==> src/rtl/nibble_word_assembler_pkg.sv <==
// Shared widths, slot map and state encoding for the nibble word path.
// The read-side nibble mux uses the same slot-to-bit mapping.
package nibble_word_assembler_pkg;

   localparam int NIB_W   = 4;
   localparam int NUM_NIB = 4;
   localparam int WORD_W  = NIB_W * NUM_NIB;
   localparam int ADR_W   = $clog2(NUM_NIB);

   typedef enum logic {
      FILL = 1'b0,
      HOLD = 1'b1
   } state_e;

endpackage

==> src/rtl/nibble_slot_decoder.sv <==
// Slot address to one-hot write enable.
// Slot k selects word bits [NIB_W*k +: NIB_W].
module nibble_slot_decoder
   import nibble_word_assembler_pkg::*;
(
   input  logic [ADR_W-1:0]   adr_i,
   output logic [NUM_NIB-1:0] onehot_o
);

   always_comb begin
      onehot_o        = '0;
      onehot_o[adr_i] = 1'b1;
   end

endmodule

==> src/rtl/nibble_word_assembler.sv <==
// Collects slot-addressed nibbles into a word, presents it on a
// valid/ready output once every slot has been written.
module nibble_word_assembler
   import nibble_word_assembler_pkg::*;
#(
   parameter int CNT_W = 8
) (
   input  logic               clk,
   input  logic               rst_n,
   input  logic               clr,
   input  logic [NIB_W-1:0]   in_nib,
   input  logic [ADR_W-1:0]   in_adr,
   input  logic               in_valid,
   output logic               in_ready,
   output logic [WORD_W-1:0]  out_word,
   output logic               out_valid,
   input  logic               out_ready,
   output logic [NUM_NIB-1:0] fill_mask,
   output logic [CNT_W-1:0]   word_cnt,
   output logic               dup_err
);

   state_e               state_q, state_d;
   logic [WORD_W-1:0]    stage_q, stage_d;
   logic [WORD_W-1:0]    word_q, word_d;
   logic [NUM_NIB-1:0]   mask_q, mask_d;
   logic [CNT_W-1:0]     cnt_q, cnt_d;
   logic                 dup_q, dup_d;

   logic [NUM_NIB-1:0]   onehot;
   logic [NUM_NIB-1:0]   mask_nxt;
   logic                 accept;
   logic                 dup_hit;
   logic                 done;

   nibble_slot_decoder u_dec (
      .adr_i    (in_adr),
      .onehot_o (onehot)
   );

   // Ready is gated by rst_n so nothing is taken while in reset.
   assign in_ready = rst_n && ((state_q == FILL) || out_ready);
   assign accept   = in_valid && in_ready && !clr;
   assign dup_hit  = |(mask_q & onehot);
   assign mask_nxt = mask_q | onehot;
   assign done     = accept && (mask_nxt == '1) && !dup_hit;

   always_comb begin
      state_d = state_q;
      stage_d = stage_q;
      word_d  = word_q;
      mask_d  = mask_q;
      cnt_d   = cnt_q;
      dup_d   = dup_q;

      for (int k = 0; k < NUM_NIB; k++) begin
         if (accept && onehot[k]) begin
            stage_d[k*NIB_W +: NIB_W] = in_nib;
         end
      end

      if (clr) begin
         state_d = FILL;
         stage_d = '0;
         mask_d  = '0;
         dup_d   = 1'b0;
      end else begin
         if ((state_q == HOLD) && out_ready) begin
            state_d = FILL;
         end
         if (accept) begin
            mask_d = mask_nxt;
            if (dup_hit) begin
               dup_d = 1'b1;
            end
         end
         if (done) begin
            word_d  = stage_d;
            state_d = HOLD;
            mask_d  = '0;
            cnt_d   = cnt_q + CNT_W'(1);
         end
      end
   end

   always_ff @(posedge clk or negedge rst_n) begin
      if (!rst_n) begin
         state_q <= FILL;
         stage_q <= '0;
         word_q  <= '0;
         mask_q  <= '0;
         cnt_q   <= '0;
         dup_q   <= 1'b0;
      end else begin
         state_q <= state_d;
         stage_q <= stage_d;
         word_q  <= word_d;
         mask_q  <= mask_d;
         cnt_q   <= cnt_d;
         dup_q   <= dup_d;
      end
   end

   assign out_word  = word_q;
   assign out_valid = (state_q == HOLD);
   assign fill_mask = mask_q;
   assign word_cnt  = cnt_q;
   assign dup_err   = dup_q;

endmodule

==> config.mk <==
export PLATFORM = sky130hd
export DESIGN_NAME = nibble_word_assembler
export DESIGN_NICKNAME = d
export VERILOG_FILES = /design/src/rtl/nibble_word_assembler_pkg.sv /design/src/rtl/nibble_slot_decoder.sv /design/src/rtl/nibble_word_assembler.sv
export SDC_FILE = /design/constraint.sdc
export NUM_CORES = 1
export LEC_CHECK = 0
export CORE_MARGIN = 2
export CORE_UTILIZATION = 50
export CTS_BUF_LIST = sky130_fd_sc_hd__clkbuf_8
export CTS_CLUSTER_SIZE = 40
export DETAILED_ROUTE_END_ITERATION = 16
export PLACE_DENSITY = 0.8
export SKIP_CTS_REPAIR_TIMING = 1
export SLEW_MARGIN = 30
export SYNTH_ARGS = -nofsm -noshare
export SYNTH_HDL_FRONTEND = slang
export SYNTH_SLANG_ARGS = --single-unit
==> constraint.sdc <==
create_clock -name clk -period 2 [get_ports clk]
set_input_delay 0.5 -clock clk [delete_from_list [all_inputs] [get_ports clk]]
set_output_delay 0.5 -clock clk [all_outputs]
set_load 0.03 [all_outputs]
==> flow_metrics.tcl <==
set metrics [dict create \
    final_layout_size_suffix_gt1_frac 0.154 \
    die_w_um 69.8 \
    synthArstFlopShare 1.00 \
    cts_tree "yes" \
    synth_seq_cells 46 \
    overflow 0 \
    die_height_um 69.8 \
    ys_seq_area_frac 0.531 \
    timing.final.crit_share 0.977 \
    cts_max_level 2 \
    startpoint_type "flop" \
    row_count 23 \
    drv_slew 0 \
    clk_pin_slew_ns 0.09 \
    path_buf_inv 1 \
    drt-initial-drc-count 118 \
    finClkSkew_ns 0.00562 \
    wl_per_cell_um 14.6 \
    fin_nets 265 \
    syn_inst 197 \
    setup_ws_ns 0.0465 \
    die-area_sq_um 4870 \
    clock-sinks 46 \
    required_ns 1.50 \
    syn_to_final_growth_pct 30.7 \
    cpPeakStageDelay_ns 0.71 \
    grt_start_max_net_pins 34 \
    synth_cell_types 32 \
    drc 0 \
    max-slew-margin-rel 0.699 \
    clock_path_buffers 2 \
    rrSetupSlack_ns 0.23 \
    place.detailed.hpwl_mm 3.18 \
    crit_family "buffers and inverters" \
    first_global_vias 1539 \
    synth_edf_count 0 \
    root_buffer "clkbuf_8" \
    status "complete, no violations" \
    dp_slack_ns -0.415 \
    setup_viol 0 \
    path_class "reg2out" \
    cp_slowest_cell "clkdlybuf4s50_1" \
    yosysWarnings 0 \
    drtAntennaViolNets 0 \
    p_per_area_nw_per_um2 595 \
    cp-end-kind "output port" \
    drt-total-wl_mm 4.43 \
    finalHoldViolCount 0 \
    cts_buffers 5 \
    antenna_cells 0 \
    tightestPinTransition_ns 0.451 \
    dr.pass1.iters 4 \
    io_pins 42 \
    initial_utilization 0.530 \
    synth_area_sq_um 2170 \
    port_buffers 41 \
    vdd_ir_drop_max_uv 348 \
    synth-main-ff-cell "dfrtp_1" \
    vias 1592 \
    grt_pass1_wl_mm 7.49 \
    placedInstanceArea_sq_um 2720 \
    drv_cap 0 \
    hp-class "in2async" \
    syn_area_per_cell_sq_um 11.0 \
    critPathArrivalTime_ns 1.45 \
    synth_fp_nets 209 \
    fin_crit_ns 1.95 \
    place_congestion 0.842 \
    critPathMaxFanout 6 \
    clkLatencyLatePin_ns 0.30 \
    viasPerCell 5.24 \
    core_sq_um 4090 \
    fin_area_sq_um 2830 \
    power.leakage_nw 1.34 \
    crit_path_cell_trace "clkdlybuf4s50_1" \
    rsz0062_at_grt "no" \
    fmax_mhz 512 \
    grt_usage 0.193 \
    final_core_util 0.693 \
    antenna_found_initial 0 \
    fin_hold_ws_ns 0.205 \
]
flip-flops by register name, indices dropped and copies added (netlist names):
signal	count
dup_err	1
fill_mask	4
out_valid	1
out_word	16
stage_q	16
word_cnt	8
stage by stage:
stage / instances / setup TNS, ns / power, mW
global placement: 295 / -8.24 / 1.14
detailed placement: 295 / -10.14 / 1.15
finish: 304 / 0 / 1.68
CTS: 303 / -0.306 / 1.70
floorplan: 197 / 0 / 1.06
global route: 304 / 0 / 1.75
routing by layer:
metal | global-route usage | up-vias | part of all wire
met5 | 0 | - | 0
met4 | 0.0641 | 0 | 0.016
met3 | 0.0422 | 6 | 0.038
met2 | 0.305 | 32 | 0.47
met1 | 0.266 | 775 | 0.47
li1 | - | 779 | -
Yosys cell counts (all sizes together), types with 2 or more instances:
cell type / number / area share
dfrtp: 46 / 0.53
o21ai: 20 / 0.046
xor2: 6 / 0.024
nand2b: 4 / 0.015
mux2i: 28 / 0.13
a21oi: 7 / 0.021
o21a: 4 / 0.014
nor2: 20 / 0.035
nor3: 3 / 0.0092
and2: 2 / 0.0058
clkbuf: 9 / 0.016
nor4: 2 / 0.012
nand2: 25 / 0.043
nand3: 4 / 0.0092
buf: 4 / 0.018
inv: 2 / 0.0035
area by class of cell:
cell class / instances / area [sq um]
Inverter: 2 / 7.51
Sequential cell: 46 / 1150
Fill cell: 313 / 1260
Clock buffer: 5 / 68.8
Multi-Input combinational cell: 136 / 935
Tap cell: 50 / 62.6
Clock inverter: 3 / 17.5
Timing Repair Buffer: 62 / 588
layout by cell type (no fill, tap or decap), drive strengths merged:
cell type,Yosys,routed
dfrtp,46,46
clkdlybuf4s50,0,34
mux2i,28,28
nand2,25,25
buf,4,22
nor2,20,20
o21ai,20,20
a21oi,7,7
xor2,6,6
clkbuf,9,5
dlymetal6s2s,0,5
nand3,4,4
o21a,4,4
nand2b,4,4
inv,2,3
nor3,3,3
and2,2,2
nor4,2,2
clkinv,0,2
or3b,1,1
nand3b,1,1
nor4b,1,1
and3,1,1
o311ai,1,1
o31ai,1,1
nand4,1,1
mux4,1,1
mux2,1,1
xnor2,1,1
ha,1,1
dlygate4sd3,0,1
worst register-to-register path: stages, from the launching register on:
cell	delay [ns]
dfrtp_1	0.44
nand2b_1	0.18
nor4_2	0.41
o31ai_2	0.18
nor4_2	0.32
xor2_1	0.17
path summary, 6_finish.rpt:
kind / start / to / depth (start not counted)
max in group asynchronous: rst_n / fill_mask[3]$_DFFE_PN0P_ / 2
max reg2reg: fill_mask[0]$_DFFE_PN0P_ / word_cnt[7]$_DFFE_PN0P_ / 5
min in group clk: out_word[15]$_DFFE_PN0P_ / out_word[15]$_DFFE_PN0P_ / 2
min reg2reg: out_word[15]$_DFFE_PN0P_ / out_word[15]$_DFFE_PN0P_ / 2
min: rst_n / out_word[14]$_DFFE_PN0P_ / 2
max: fill_mask[0]$_DFFE_PN0P_ / fill_mask[0] / 1
report_power, final:
part	internal [mW]	switching, mW	total [mW]
sequential	0.941	0.0108	0.952
combinational	0.0775	0.0977	0.175
clock	0.242	0.316	0.558
total	1.26	0.424	1.68
cells by family (layout without fill, tap and decap cells):
logic type,after synthesis,in the layout,share of synthesized area
buf+inv,15,72,0.0370
xor+xnor,7,7,0.0283
fa+ha+maj,1,1,0.00578
flops,46,46,0.531
mux,30,30,0.145
simple gates,65,65,0.153
compound gates,33,33,0.0994
No activity file was read; power rests on OpenSTA's default activity.
